`config.mk`:
```
export PLATFORM = sky130hd
export DESIGN_NAME = alarm_ctrl
export DESIGN_NICKNAME = d
export VERILOG_FILES = /design/src/rtl/alarm_pkg.sv /design/src/rtl/alarm_ctrl_tick_gen.sv /design/src/rtl/alarm_ctrl.sv
export SDC_FILE = /design/constraint.sdc
export NUM_CORES = 1
export LEC_CHECK = 0
export ABC_CLOCK_PERIOD_IN_PS = 5000
export BUFFER_PORTS_ARGS = -buffer_cell sky130_fd_sc_hd__buf_4
export CORE_AREA = 2 2 106 108
export DETAILED_ROUTE_END_ITERATION = 12
export DIE_AREA = 0 0 108 110
export PLACE_DENSITY_LB_ADDON = 0.08
export SYNTH_ARGS = -nofsm -noshare
export SYNTH_HDL_FRONTEND = slang
export SYNTH_SLANG_ARGS = --single-unit
```
`constraint.sdc`:
```
create_clock -name clk -period 5 [get_ports clk]
set_input_delay 0.25 -clock clk [delete_from_list [all_inputs] [get_ports clk]]
set_output_delay 0.25 -clock clk [all_outputs]
set_load 0.005 [all_outputs]
```
`src/rtl/alarm_pkg.sv`:
```
// Shared types and BCD helpers for the alarm-clock control block.
// Optional snooze support is selected by the ALARM_SNOOZE_EN macro.
package alarm_pkg;

  typedef enum logic [2:0] {
    ST_RUN,
    ST_SET_TH,
    ST_SET_TM,
    ST_SET_AH,
    ST_SET_AM,
    ST_RING,
    ST_SNOOZE
  } alarm_state_t;

  typedef enum logic [1:0] {
    EF_NONE = 2'd0,
    EF_HOUR = 2'd1,
    EF_MIN  = 2'd2
  } edit_field_t;

  typedef struct packed {
    logic [3:0] dec;
    logic [3:0] one;
  } bcd_hour_t;

  typedef struct packed {
    logic [3:0] dec;
    logic [3:0] one;
  } bcd_min_t;

  localparam logic [3:0] HOUR_MAX_DEC = 4'd2;
  localparam logic [3:0] HOUR_MAX_ONE = 4'd3;
  localparam logic [3:0] MIN_MAX_DEC  = 4'd5;

  function automatic bcd_hour_t bcd_hour_inc(input bcd_hour_t h);
    bcd_hour_t r;
    r = h;
    if (h.dec == HOUR_MAX_DEC && h.one >= HOUR_MAX_ONE) begin
      r = '0;
    end else if (h.one == 4'd9) begin
      r.dec = h.dec + 4'd1;
      r.one = '0;
    end else begin
      r.one = h.one + 4'd1;
    end
    return r;
  endfunction

  // Minutes wrap 59 -> 00 without carrying into the hour field.
  function automatic bcd_min_t bcd_min_inc(input bcd_min_t m);
    bcd_min_t r;
    r = m;
    if (m.one == 4'd9) begin
      r.one = '0;
      r.dec = (m.dec == MIN_MAX_DEC) ? 4'd0 : m.dec + 4'd1;
    end else begin
      r.one = m.one + 4'd1;
    end
    return r;
  endfunction

endpackage

```
`src/rtl/alarm_ctrl_tick_gen.sv`:
```
// Timebase prescaler: one-cycle tim_over every TICK_DIV enabled cycles.
module alarm_tick_gen #(
  parameter int unsigned TICK_DIV = 10000
) (
  input  logic clk,
  input  logic rstn,
  input  logic run,
  input  logic restart,
  output logic tim_over
);

  localparam int unsigned CW = (TICK_DIV > 1) ? $clog2(TICK_DIV) : 1;
  localparam logic [CW-1:0] LAST = CW'(TICK_DIV - 1);

  logic [CW-1:0] cnt;

  assign tim_over = run && (cnt == LAST);

  always_ff @(posedge clk or negedge rstn) begin
    if (!rstn) begin
      cnt <= '0;
    end else if (restart) begin
      cnt <= '0;
    end else if (run) begin
      cnt <= (cnt == LAST) ? '0 : cnt + CW'(1);
    end
  end

endmodule

```
`src/rtl/alarm_ctrl.sv`:
```
// Alarm-clock control: mode sequencing, time/alarm editing, watch load and ring.
// Define ALARM_SNOOZE_EN to add the SNOOZE state (btn_inc while ringing).
module alarm_ctrl
  import alarm_pkg::*;
#(
  parameter int unsigned TICK_DIV     = 10000,
  parameter int unsigned RING_TICKS   = 60,
  parameter int unsigned SNOOZE_TICKS = 300
) (
  input  logic        clk,
  input  logic        rstn,
  input  logic        btn_mode,
  input  logic        btn_inc,
  input  logic        btn_alarm,
  input  logic        tim_en,
  input  logic [3:0]  hourdec_now,
  input  logic [3:0]  hourone_now,
  input  logic [3:0]  mindec_now,
  input  logic [3:0]  minone_now,
  output logic        tim_over,
  output logic [3:0]  hourdec_init,
  output logic [3:0]  hourone_init,
  output logic [3:0]  mindec_init,
  output logic [3:0]  minone_init,
  output logic        load,
  output logic [15:0] disp_digits,
  output logic [1:0]  edit_field,
  output logic        alarm_on,
  output logic        ring
);

  localparam int unsigned TICK_MAX = (RING_TICKS > SNOOZE_TICKS) ? RING_TICKS : SNOOZE_TICKS;
  localparam int unsigned TW = $clog2(TICK_MAX + 1);
  localparam logic [TW-1:0] RING_LAST = TW'(RING_TICKS - 1);
`ifdef ALARM_SNOOZE_EN
  localparam logic [TW-1:0] SNOOZE_LAST = TW'(SNOOZE_TICKS - 1);
`endif

  alarm_state_t state, state_nx;
  edit_field_t  ef;
  bcd_hour_t    now_h, edit_h, alarm_h, init_h;
  bcd_min_t     now_m, edit_m, alarm_m, init_m;
  logic [TW-1:0] tick_cnt;
  logic match, match_q, match_rise, do_load, tick_run;

  assign now_h = {hourdec_now, hourone_now};
  assign now_m = {mindec_now, minone_now};

  assign match      = alarm_on && (now_h == alarm_h) && (now_m == alarm_m);
  assign match_rise = match && !match_q;
  assign do_load    = (state == ST_SET_TM) && btn_mode;
  assign tick_run   = tim_en && (state != ST_SET_TH) && (state != ST_SET_TM);

  alarm_tick_gen #(.TICK_DIV(TICK_DIV)) u_tick (
    .clk     (clk),
    .rstn    (rstn),
    .run     (tick_run),
    .restart (do_load),
    .tim_over(tim_over)
  );

  assign hourdec_init = init_h.dec;
  assign hourone_init = init_h.one;
  assign mindec_init  = init_m.dec;
  assign minone_init  = init_m.one;
  assign edit_field   = ef;

  always_ff @(posedge clk or negedge rstn) begin
    if (!rstn) state <= ST_RUN;
    else       state <= state_nx;
  end

  always_comb begin
    state_nx    = state;
    ef          = EF_NONE;
    ring        = 1'b0;
    disp_digits = {now_h, now_m};
    case (state)
      ST_RUN: begin
        if (btn_mode)        state_nx = ST_SET_TH;
        else if (match_rise) state_nx = ST_RING;
      end
      ST_SET_TH: begin
        ef          = EF_HOUR;
        disp_digits = {edit_h, edit_m};
        if (btn_mode) state_nx = ST_SET_TM;
      end
      ST_SET_TM: begin
        ef          = EF_MIN;
        disp_digits = {edit_h, edit_m};
        if (btn_mode) state_nx = ST_SET_AH;
      end
      ST_SET_AH: begin
        ef          = EF_HOUR;
        disp_digits = {alarm_h, alarm_m};
        if (btn_mode) state_nx = ST_SET_AM;
      end
      ST_SET_AM: begin
        ef          = EF_MIN;
        disp_digits = {alarm_h, alarm_m};
        if (btn_mode) state_nx = ST_RUN;
      end
      ST_RING: begin
        ring = 1'b1;
        if (btn_mode)                                 state_nx = ST_RUN;
`ifdef ALARM_SNOOZE_EN
        else if (btn_inc)                             state_nx = ST_SNOOZE;
`endif
        else if (tim_over && tick_cnt == RING_LAST)   state_nx = ST_RUN;
      end
`ifdef ALARM_SNOOZE_EN
      ST_SNOOZE: begin
        if (btn_mode)                                 state_nx = ST_RUN;
        else if (tim_over && tick_cnt == SNOOZE_LAST) state_nx = ST_RING;
      end
`endif
      default: state_nx = ST_RUN;
    endcase
  end

  // One tick counter serves RING and SNOOZE; any state change clears it.
  always_ff @(posedge clk or negedge rstn) begin
    if (!rstn) begin
      edit_h   <= '0;
      edit_m   <= '0;
      alarm_h  <= '0;
      alarm_m  <= '0;
      init_h   <= '0;
      init_m   <= '0;
      load     <= 1'b0;
      alarm_on <= 1'b0;
      match_q  <= 1'b0;
      tick_cnt <= '0;
    end else begin
      load    <= do_load;
      match_q <= match;
      if (do_load) begin
        init_h <= edit_h;
        init_m <= edit_m;
      end
      if (state == ST_RUN && btn_alarm) alarm_on <= ~alarm_on;
      if (state_nx != state)
        tick_cnt <= '0;
      else if (tim_over && (state == ST_RING || state == ST_SNOOZE))
        tick_cnt <= tick_cnt + TW'(1);
      case (state)
        ST_RUN: if (btn_mode) begin
          edit_h <= now_h;
          edit_m <= now_m;
        end
        ST_SET_TH: if (!btn_mode && btn_inc) edit_h  <= bcd_hour_inc(edit_h);
        ST_SET_TM: if (!btn_mode && btn_inc) edit_m  <= bcd_min_inc(edit_m);
        ST_SET_AH: if (!btn_mode && btn_inc) alarm_h <= bcd_hour_inc(alarm_h);
        ST_SET_AM: if (!btn_mode && btn_inc) alarm_m <= bcd_min_inc(alarm_m);
        default: ;
      endcase
    end
  end

endmodule

```
== Yosys cells after proc, flatten, opt, wreduce, memory -nomap -nowiden ==
Index checks and enable logic that the tools add are counted.

* Flip-flop bits (word level): 77
* Bits of input ports: 22
* Output and inout bits: 38
* Logic and storage cells: 125

* $add $sub $neg: 10
* Order comparisons: 2
* Eq/ne operators: 26
* Muxes and demuxes: 34
* Bitwise logic cells: 1
* Reduce and logical (&&, ||, !) cells: 34

{| class="wikitable"
|+ Operators with widths
! operator !! count
|-
| 8-bit two-way mux || 6
|-
| 14-bit two-way mux || 3
|-
| 4-bit two-way mux || 9
|-
| 4-bit by 1-bit adder with 4-bit output (second input constant) || 8
|-
| 16-bit one-hot mux with 2 select lines || 1
|-
| 8-bit one-hot mux with 2 select lines || 2
|-
| 3-bit two-way mux || 8
|-
| 9-bit two-way mux || 2
|-
| 3-bit one-hot mux with 6 select lines || 1
|-
| 4-bit == test (second input constant) || 4
|-
| 8-bit == test || 2
|-
| 14-bit by 1-bit adder with 14-bit output (second input constant) || 1
|-
| 14-bit == test (second input constant) || 1
|-
| 1-bit logical AND || 13
|-
| 3-bit AND reduction || 4
|-
| 2-bit nonzero test || 5
|-
| 9-bit by 1-bit adder with 9-bit output (second input constant) || 1
|-
| 3-bit == test (second input constant) || 3
|-
| 9-bit by 6-bit == test with 1-bit output (second input constant) || 1
|-
| 4-bit by 2-bit == test with 1-bit output (second input constant) || 2
|-
| 4-bit by 3-bit == test with 1-bit output (second input constant) || 2
|-
| 4-bit by 2-bit >= comparator with 1-bit output (second input constant) || 2
|-
| 4-bit AND reduction || 2
|-
| 2-bit OR reduction || 4
|-
| 15 further kinds || 20
|}

== Depth between registers and ports, before layout ==
Gate-level depths: netlist (run 1).

* Word-level depth: 10
* Mapped depth: 8
* Mapped depth without buffers: 7

== Hierarchy ==
Synthesis (run 1) repeated with hierarchy kept, for this count alone.

* Cell total of the unflattened synthesis: 572
* Area, all modules: 5081.1 um^2

{| class="wikitable"
|+ By module, submodules not included
! module !! instances !! cells an instance !! area each (um^2) !! sequential area each (um^2)
|-
| alarm_ctrl || 1 || 477 || 4232.8 || 1576.5
|-
| alarm_tick_gen || 1 || 95 || 848.3 || 350.3
|}

== Least setup slack after synthesis (run 1) ==
OpenSTA, ideal clock, no wires.

* Path kind: register -> register
* Start point: register alarm_h[4] in the netlist's numbering
* End point: register alarm_h[7] in the netlist's numbering
* Setup time: 0.150 ns
* Arrival: 1.735 ns
* Required time: 4.850 ns
* Setup slack: 3.115 ns
* Stages on the path, launching flop included: 9
* Path buffers: 1
* Clock period less this slack: 1.885 ns
* Cell sequence: dfrtp_1 clkbuf_1 inv_1 ha_1 inv_1 nor4_1 a41oi_1 o21ai_0 o41ai_1

* Longest elaborated chain between the ends: 4
* Elaborated cells between the ends (all ways): 7
* Those cells by class: add/sub: 1; eq/ne: 1; mux: 2; reduce/logical: 3

{| class="wikitable"
|+ RTL lines
! what !! line !! text
|-
| start, declared || alarm_ctrl.sv:41 || <nowiki>bcd_hour_t now_h, edit_h, alarm_h, init_h;</nowiki>
|-
| start signal, assigned || alarm_ctrl.sv:153 || <nowiki>ST_SET_AH: if (!btn_mode && btn_inc) alarm_h <= bcd_hour_inc(alarm_h);</nowiki>
|-
| parallel branches: the longest is 4 deep, another holds 4-bit by 1-bit adder with 4-bit output || n/a ||
|}

Several ways; the timed one is not identified. The select of a mux whose other input is x is not followed.
A chain may end at the register's enable or synchronous reset.

== Worst setup path after layout (run 1) ==
* Start point: register state[1]
* End point: output disp_digits[12]

* Longest elaborated chain between the ends: 3
* Elaborated cells between the ends (all ways): 7
* Those cells by class: eq/ne: 4; mux: 1; reduce/logical: 2

{| class="wikitable"
|+ RTL lines
! what !! line !! text
|-
| start, declared || alarm_ctrl.sv:39 || <nowiki>alarm_state_t state, state_nx;</nowiki>
|-
| start signal, assigned || alarm_ctrl.sv:70 || <nowiki>else state <= state_nx;</nowiki>
|-
| 3-bit == test, or another cell as far along || alarm_ctrl.sv:78 || <nowiki>case (state)</nowiki>
|-
| 2-bit OR reduction (no source line) || n/a ||
|-
| 16-bit one-hot mux with 2 select lines * || alarm_ctrl.sv:78 ||
|-
| end, declared || alarm_ctrl.sv:26 || <nowiki>output logic [15:0] disp_digits,</nowiki>
|}

Mark *: on every way between the ends. The rest lies on a longest branch, timed or not.

==> metrics.txt, run 1 <==
Peak supply drop between 200 and 250 µV; global-route wire length before repair 19300 µm; WL/cell 17.2 µm; sequential element share of the synthesized area approximately two fifths; fin. max-slew vios 0; routability cong. between 0.8 and 0.9; I/O pins 60; setup TNS 0 ns; clock latency on the worst-skew pair 0.36 ns; Diodes inserted 0; crit path max fanout 22; Rel. slew slack a little under an eighth; Synth area leaders dfrtp_1 (41%), mux2_2 (4.5%), xnor2_1 (4.4%); RSZ-0062 raised after global routing false; TritonCTS Buffers 9; Logic pwr share a little under half; startpoint types flop; Non-Filler Instances between 600 and 700; routed via count around 3800; Clock power frac 17.6%; Initial Util between 40 and 50%; max incr delay on CP 0.82 ns; core area 10700 µm²; clock sink count between 70 and 80; Reg clk slew, reported paths about 0.09 ns; min cycle time layout about 3.6 ns; MaxCap Viol Count 0; status completed; synth-to-layout area growth 15.3%; Min Hold Slack 0.0487 ns; placed insts 657; WP buf/inv 1; antenna violations before repair 0; number of synthesized flops with an enable pin 0; Setup WS post-layout ~1.4 ns; Buffers on Ports 59; internal power roughly 1.8 mW; HP Class in2async; largest area contributor in the netlist dfrtp_1; Net Sw Frac just over 40%; final hold vios 0; GRT Overall Usage just over 20%; CP max-delay cell nor2_1; actual transition at the worst max-transition pin about 1.3 ns; multi-input logic area 2660 µm²; vias in the first global route between 3000 and 4000; cell area power density 556 nW/µm²; Die H 110 µm; Switch Pwr 1.24 mW; Syn Std Cell Area 4750 µm²; cts repair resizes 0; Fillers around 1000; layout cell share with drive strength beyond 1 23.5%; Mapped Cells 484; vias per cell about 5.7; fin crit share 72.8%; most common cell after layout, fill and taps aside dfrtp_1; most frequent cells in the layout dfrtp_1 (77), buf_4 (61), nor2_1 (35); Req. time, crit path 4.75 ns; Setup Slack @ Placement 1.76 ns; register share of total power between 30% and 40%; Top FF cell, synth dfrtp_1; achievable clock frequency 0.275 GHz; Top delay family on crit path simple AND/OR/NAND/NOR gates; Synthesized Nets ~500; largest net degree at the start of global routing 78; cts hold-fix bufs 0; Crit Path Class reg2out; GR Overflow Total 0; drt drc 0; nets roughly 560; CTS tree built; async set-or-reset flop fraction in the synthesized netlist 100%; Fin Clk Skew ~0.014 ns; Die W 108 µm; count of different cell masters after synthesis 64; P_leak 2.49 nW; CP most frequent cell nor2_1; Arr. time, crit path 3.39 ns; WL final between 10000 and 15000 µm; Yosys Warn Count 0; synthesized area per cell 9.81 µm²; Rows 38; Reg area around 1900 µm²; drt pass-1 iters 4; CP Cell Sequence xnor2_1 > nor2_1 > nor2_1 > a221o_1 > buf_4; #FFs+latches synth 77; die area 11900 µm²; CTS Buffer Depth 2; Worst Setup End Kind output pin; initial DRC count around 140; # setup viols final 0; Post-CTS Setup Bufs 0; Antenna Nets Post-Route 0; htree depth 3; Synth top area share between 40% and 50%; clk root buf clkbuf_8; HPWL Detailed between 8000 and 9000 µm
## cells in the mapped netlist (all sizes together), types with 4 or more instances
library cell and count:
dfrtp 77, nor2 35, o21ai 33, nand2 31, nor3 24, xnor2 24
xor2 22, a21oi 20, mux2 19, a21o 17, buf 17, a22o 15
nand4 14, nand3 13, clkbuf 11, nor4 10, inv 9, ha 8
nor2b 8, and3 7, nor4b 6, a211o 5, a211oi 5, nand2b 5
nor3b 4, o21bai 4
## routing by layer
metal	GRT usage (%)	vias to the layer above	routed length [µm]
met5	0	-	0
met4	7.78	0	281
met3	3.82	20	436
met2	32.8	73	5450
met1	28.5	1872	5430
li1	-	1855	-
## layout make-up
class,count,share of cell area [%]
multi-input cells,370,48.6
flip-flops and latches,77,35.2
repair buffers,61,8.36
well taps,140,3.20
clock buffers,9,2.26
clock inverters,7,1.80
inverters,9,0.617
## flip-flops by register name, summed over array words and instances, names as in the netlist
signal,cells
match_q,1
load,1
u_tick.cnt,14
edit_h,8
hourdec_init,4
alarm_m,8
hourone_init,4
state,3
alarm_on,1
minone_init,4
mindec_init,4
tick_cnt,9
alarm_h,8
edit_m,8
## stage by stage
stage	total power, mW	utilization, %	area [µm²]
after floorplan	1.95	-	4750
after global placement	2.50	49.1	5250
after detailed placement	2.52	49.1	5250
after CTS	3.06	51.2	5480
after global routing	3.28	51.2	5480
final	3.04	51.2	5480
## cells by family after synthesis
kind of cell / count (synthesis) / synth area share [%]
fa+ha+maj: 8 / 2.11
buf+inv: 37 / 3.53
flops: 77 / 40.6
xor+xnor: 46 / 8.48
simple gates: 176 / 22.4
mux: 22 / 5.14
compound gates: 118 / 17.8
## power groups by stage
stage          clock network (mW)  logic [mW]  registers (mW)
2_1_floorplan                   0        1.01           0.942
3_3_place_gp                    0        1.42            1.08
3_5_place_dp                    0        1.43            1.09
4_1_cts                     0.547        1.44            1.07
5_1_grt                     0.582        1.58            1.11
6_report                    0.535        1.43            1.08
## worst paths after layout
kind                                      start         endpoint  slack, ns  cells past startpoint
max in group asynchronous                  rstn       alarm_m[4]       4.30                      1
worst max-delay path                   state[1]  disp_digits[12]       1.36                      5
worst max register to register         state[1]    u_tick.cnt[8]       2.46                      5
worst min register to register  hourdec_init[0]  hourdec_init[0]       0.51                      1
worst min-delay path                       rstn      tick_cnt[1]       0.05                      1
min in group clk                  mindec_now[0]        edit_m[4]       0.18                      3
Note: power is estimated with default switching activity, not from simulation.
==> inputs of run 2 (changes only) <==
Settings changed: ABC_CLOCK_PERIOD_IN_PS 5000 to 3400.
Clock period 5 ns to 3.4 ns, I/O delays scaled along.
==> metrics.txt, run 2 (same netlist as run 1, synthesis figures left out) <==
status complete, but fails checks; failing checks hold timing; Net Sw Frac 40.3% (-0.32 points); Post-Route Utilization 51.5% (+0.27 points); Req. time, crit path 3.23 ns (-1.52 ns); Rows 38 (unchanged); Post-CTS Setup Bufs 0 (unchanged); Switch Pwr 1.82 mW (+47%); CP most frequent cell buf_4; Crit Path Class reg2out; max incr delay on CP 0.79 ns (-0.03 ns); Top delay family on crit path flip-flops; Antenna Nets Post-Route 0 (unchanged); CP max-delay cell dfrtp_1; Min Hold Slack -0.0240 ns (-0.0727 ns); GR Overflow Total 0 (unchanged); clock sink count 77 (unchanged); layout cell share with drive strength beyond 1 24.0% (+0.53 points); most frequent cells in the layout dfrtp_1 (77), buf_4 (66), nor2_1 (35); vias per cell 5.60 (-1.3%); MaxCap Viol Count 0 (unchanged); clock latency on the worst-skew pair 0.35 ns (about the same); routability cong. 0.810 (-3.4%); routed via count 3800 (-0.52%); Setup Slack @ Placement 1.04 ns (-0.714 ns); biggest regs u_tick.cnt (14), tick_cnt (9); FF-to-FF Start state[1]; largest reg by FF count u_tick.cnt; Reg2Reg Depth 5 (unchanged); nets 563 (+0.90%); drt pass-1 iters 4 (unchanged); Reg area 1930 µm² (unchanged); global-route wire length before repair 19100 µm (-0.61%); Arr. time, crit path 2.52 ns (-0.87 ns); multi-input logic area 2660 µm² (unchanged); TritonCTS Buffers 9 (unchanged); min cycle time layout between 2 and 3 ns; Buffers on Ports 59 (unchanged); Diodes inserted 0 (unchanged); Peak supply drop 391 µV (+76%); Reg clk slew, reported paths 0.08 ns (about the same); largest net degree at the start of global routing 78 (unchanged); cts hold-fix bufs 0 (unchanged); CTS Buffer Depth 2 (unchanged); fin crit share 79.0%; setup TNS 0 ns (unchanged); reg-to-reg slack, setup 1.06 ns (-1.40 ns); initial DRC count 209 (+53%); vias in the first global route 3721 (-0.69%); max FFs per register 14 (unchanged); fin. max-slew vios 0 (unchanged); terminus of the critical flop-to-flop path tick_cnt[1]; core area 10700 µm² (unchanged); Initial Util 44.4% (unchanged); Logic pwr share 47.8% (+0.7 points); Setup WS post-layout 0.714 ns (-0.644 ns); cell area power density 820 nW/µm² (+47%); achievable clock frequency between 0.3 and 0.4 GHz; Fin Clk Skew 0.00889 ns (-0.00560 ns); Rel. slew slack 33.9% (+22 points); Die W 108 µm (unchanged); cts repair resizes 0 (unchanged); HPWL Detailed 8160 µm (-0.45%); P_leak 2.51 nW (+0.91%); Clock power frac 17.2% (-0.4 points); crit path max fanout 22 (unchanged); GRT Overall Usage 20.6% (-0.17 points); post-route cell area 5510 µm² (+0.53%); WL/cell 16.9 µm (-1.8%); area of placed instances 5290 µm² (+0.71%); WP buf/inv 3 (+2); # setup viols final 0 (unchanged); CTS tree built; WL final 11500 µm (-1.1%); HP Class in2async; Die H 110 µm (unchanged); most common cell after layout, fill and taps aside dfrtp_1; register share of total power 35.0% (-0.3 points); drt drc 0 (unchanged); clk root buf clkbuf_8; actual transition at the worst max-transition pin 0.992 ns (-0.324 ns); Worst Setup End Kind output pin; die area 11900 µm² (unchanged); htree depth 3 (unchanged); synth-to-layout area growth 15.9%; RSZ-0062 raised after global routing false; final hold vios 36 (+36); Fillers 1006 (-1.7%); antenna violations before repair 0 (unchanged); startpoint types flop; CP Cell Sequence xnor2_1 > nor2_1 > buf_4 > nor2_1 > buf_4 > a221o_1 > buf_4; I/O pins 60 (unchanged); internal power 2.70 mW (+49%)
run 2: routing by layer:
layer,up-vias,global-route usage (%),routed length (µm)
met1,1851,27.9,5450
met5,-,0,0
li1,1865,-,-
met3,15,3.59,355
met4,0,6.68,209
met2,69,33.7,5470
run 2: worst max path at each step:
stage                     startpoint         endpoint  slack (ns)  cells after the start
after floorplan           alarm_h[4]       alarm_h[7]        1.51                      8
after global placement      state[1]      tick_cnt[5]        1.15                      5
after detailed placement    state[1]      tick_cnt[2]        1.04                      5
after CTS                   state[1]  disp_digits[10]        0.70                      7
after global routing        state[1]  disp_digits[10]        0.52                      7
final                       state[1]  disp_digits[10]        0.71                      7
run 2: layout make-up:
type	instances	share of cell area [%]
Clock inverter	6	1.57
Timing Repair Buffer	66	9.00
Multi-Input combinational cell	370	48.3
Inverter	9	0.614
Tap cell	140	3.18
Clock buffer	10	2.32
Sequential cell	77	35.0
run 2: worst register-to-register path, cell delays in order (launching register included):
cell     delay (ns)
dfrtp_1        0.64
xnor2_1        0.45
o21ai_1        0.25
or3_4          0.47
o21ai_4        0.34
nor3_2         0.09
run 2: power by group through the flow:
stage | Clock, mW | Sequential, mW | Combinational (mW)
6_report | 0.776 | 1.58 | 2.16
4_1_cts | 0.801 | 1.58 | 2.17
5_1_grt | 0.848 | 1.64 | 2.38
3_5_place_dp | 0 | 1.60 | 2.15
2_1_floorplan | 0 | 1.39 | 1.49
3_3_place_gp | 0 | 1.59 | 2.14
run 2: through the flow:
| step | std cells | power (mW) | hold slack (ns) |
|---|---|---|---|
| floorplan | 484 | 2.87 | -0.126 |
| global placement | 662 | 3.73 | 0.412 |
| detailed placement | 662 | 3.75 | 0.413 |
| CTS | 678 | 4.55 | 0.0250 |
| global route | 678 | 4.87 | 0.0664 |
| finish | 678 | 4.51 | -0.0240 |
==> inputs of run 3 (changes only) <==
Settings changed: ABC_CLOCK_PERIOD_IN_PS 3400 to 2200.
Clock period 3.4 ns to 2.2 ns, I/O delays scaled along.
==> metrics.txt, run 3 (same netlist as run 1, synthesis figures left out) <==
status completed; Antenna Nets Post-Route 0 (unchanged); clk root buf clkbuf_8; Setup Slack @ Placement 0.159 ns (-0.885 ns); CP most frequent cell buf_4; CP max-delay cell dfrtp_2; crit path max fanout 8 (-64%); Setup WS post-layout 0.0980 ns (-0.616 ns); antenna violations before repair 0 (unchanged); drt drc 0 (unchanged); global-route wire length before repair 19400 µm (+1.4%); Arr. time, crit path 1.99 ns (-0.53 ns); Die W 108 µm (unchanged); Initial Util 44.4% (unchanged); WP buf/inv 3 (unchanged); WL final 11700 µm (+1.8%); Req. time, crit path 2.09 ns (-1.14 ns); Top delay family on crit path flip-flops; Logic pwr share 52.4% (+4.6 points); biggest regs u_tick.cnt (14), tick_cnt (9); startpoint types flop; vias per cell 5.57 (-0.60%); CP Capture Point disp_digits[10]; Fin Clk Skew 0.00834 ns (-0.000555 ns); P_leak 2.64 nW (+5.1%); CP Cell Sequence xnor2_1 > buf_4 > nor2_2 > nor2_1 > buf_4 > a221o_1 > buf_4; largest reg by FF count u_tick.cnt; initial DRC count 123 (-41%); clock sink count 77 (unchanged); actual transition at the worst max-transition pin 0.583 ns (-0.409 ns); RSZ-0062 raised after global routing true; Non-Filler Instances 704 (+3.8%); register share of total power 31.8% (-3.2 points); Reg clk slew, reported paths 0.08 ns (about the same); most common cell after layout, fill and taps aside buf_4; HP Class in2reg; max FFs per register 14 (unchanged); HPWL Detailed 8750 µm (+7.1%); routability cong. 0.933 (+15%); largest net degree at the start of global routing 49 (-37%); I/O pins 60 (unchanged); # setup viols final 0 (unchanged); Crit Path Class reg2out; fin crit share between 90% and 100%; nets 589 (+4.6%); most frequent cells in the layout buf_4 (90), dfrtp_1 (74), nor2_1 (34); CP startpoint state[1]; GRT Overall Usage 20.9% (+0.28 points); Diodes inserted 0 (unchanged); Net Sw Frac 39.4% (-0.91 points); Reg2Reg Depth 6 (+1); fin. max-slew vios 0 (unchanged); min cycle time layout about 2.1 ns; routed via count 3922 (+3.2%); CTS tree built; core area 10700 µm² (unchanged); Worst Setup End Kind output pin; MaxCap Viol Count 0 (unchanged); vias in the first global route 3891 (+4.6%); Switch Pwr 2.86 mW (+57%); Clock power frac 15.8% (-1.4 points); die area 11900 µm² (unchanged); WL/cell 16.6 µm (-2.0%); internal power 4.40 mW (+63%); layout cell share with drive strength beyond 1 28.0% (+4.0 points); Buffers on Ports 59 (unchanged); CP Depth 7 (unchanged); GR Overflow Total 0 (unchanged); FF-to-FF Start u_tick.cnt[0]; CTS Buffer Depth 2 (unchanged); drt pass-1 iters 4 (unchanged); reg-to-reg slack, setup 0.16 ns (-0.90 ns); max incr delay on CP 0.48 ns (-0.31 ns); Rel. slew slack 61.1% (+27 points); Rows 38 (unchanged); synth-to-layout area growth 20.4%; Fillers 997 (-0.89%); TritonCTS Buffers 9 (unchanged); terminus of the critical flop-to-flop path tick_cnt[3]; clock latency on the worst-skew pair 0.35 ns (about the same); achievable clock frequency roughly 0.48 GHz; cell area power density 1270 nW/µm² (+55%); Peak supply drop 742 µV (+90%); placed insts 686 (+3.6%); Die H 110 µm (unchanged); final hold vios 0 (-100%); htree depth 3 (unchanged)
## run 3: cell count changes in the layout (fill, tap and decap cells not counted), moves of 3 or more
| cell | delta |
|---|---|
| dfrtp_1 | -3 |
| dfrtp_2 | +3 |
| buf_4 | +24 |
| clkbuf_8 | +3 |
## run 3: metrics by stage
stage | utilization [%] | setup TNS (ns) | instance area (µm²) | hold slack (ns) | power (mW)
3_3_place_gp | 51.3 | 0 | 5480 | 0.0729 | 6.04
4_1_cts | 53.4 | 0 | 5720 | 0.0152 | 7.29
5_1_grt | 53.5 | -0.0284 | 5720 | 0.0374 | 7.81
6_report | 53.5 | 0 | 5720 | 0.0351 | 7.26
3_5_place_dp | 51.3 | 0 | 5480 | 0.0769 | 6.10
2_1_floorplan | - | 0 | 4750 | -0.186 | 4.44
## run 3: how the worst min path moves through the flow
| stage | from | end | slack [ns] | cells past startpoint |
|---|---|---|---|---|
| 2_1_floorplan | rstn | alarm_h[0] | -0.19 | 0 |
| 3_3_place_gp | rstn | tick_cnt[1] | 0.07 | 1 |
| 3_5_place_dp | rstn | tick_cnt[1] | 0.08 | 1 |
| 4_1_cts | minone_now[0] | edit_m[0] | 0.02 | 3 |
| 5_1_grt | minone_now[0] | edit_m[0] | 0.04 | 3 |
| 6_report | minone_now[0] | edit_m[0] | 0.04 | 3 |
## run 3: metal layers
layer | vias to the layer above | part of all wire, % | track usage [%]
met5 | - | 0 | 0
met4 | 0 | 2.3 | 8.61
met3 | 23 | 2.4 | 2.47
met2 | 65 | 48 | 34.7
met1 | 1916 | 48 | 27.8
li1 | 1918 | - | -
## run 3: cell type report
cell class / count / area [µm²] / area share (%)
Sequential cell: 77 / 1930 / 33.8
Multi-Input combinational cell: 370 / 2660 / 46.6
Tap cell: 140 / 175 / 3.06
Clock inverter: 3 / 42.5 / 0.744
Timing Repair Buffer: 92 / 706 / 12.3
Inverter: 9 / 33.8 / 0.591
Clock buffer: 13 / 169 / 2.95
## run 3: power groups by stage
stage | Clock (mW) | Combinational, mW | Sequential (mW)
after floorplan | 0 | 2.30 | 2.14
after global placement | 0 | 3.71 | 2.33
after detailed placement | 0 | 3.75 | 2.35
after CTS | 1.18 | 3.81 | 2.31
after global routing | 1.23 | 4.18 | 2.39
final | 1.15 | 3.80 | 2.31
## run 3: timing repair
item | CTS | global route
hold endpoints to repair | 29 | 0
endpoints found under the setup margin | 16 | 15
pin swaps | 0 | 1
resized for setup | 2 | 2
buffers inserted | 1 | 0
hold buffers | 1 | 0
cloned | 0 | 0
## run 3: worst min-delay path: cells and delay by family
| family | cells | cell delay [ns] |
|---|---|---|
| compound gates | 1 | 0.06 |
| buf+inv | 1 | 0.12 |
| simple gates | 1 | 0.05 |
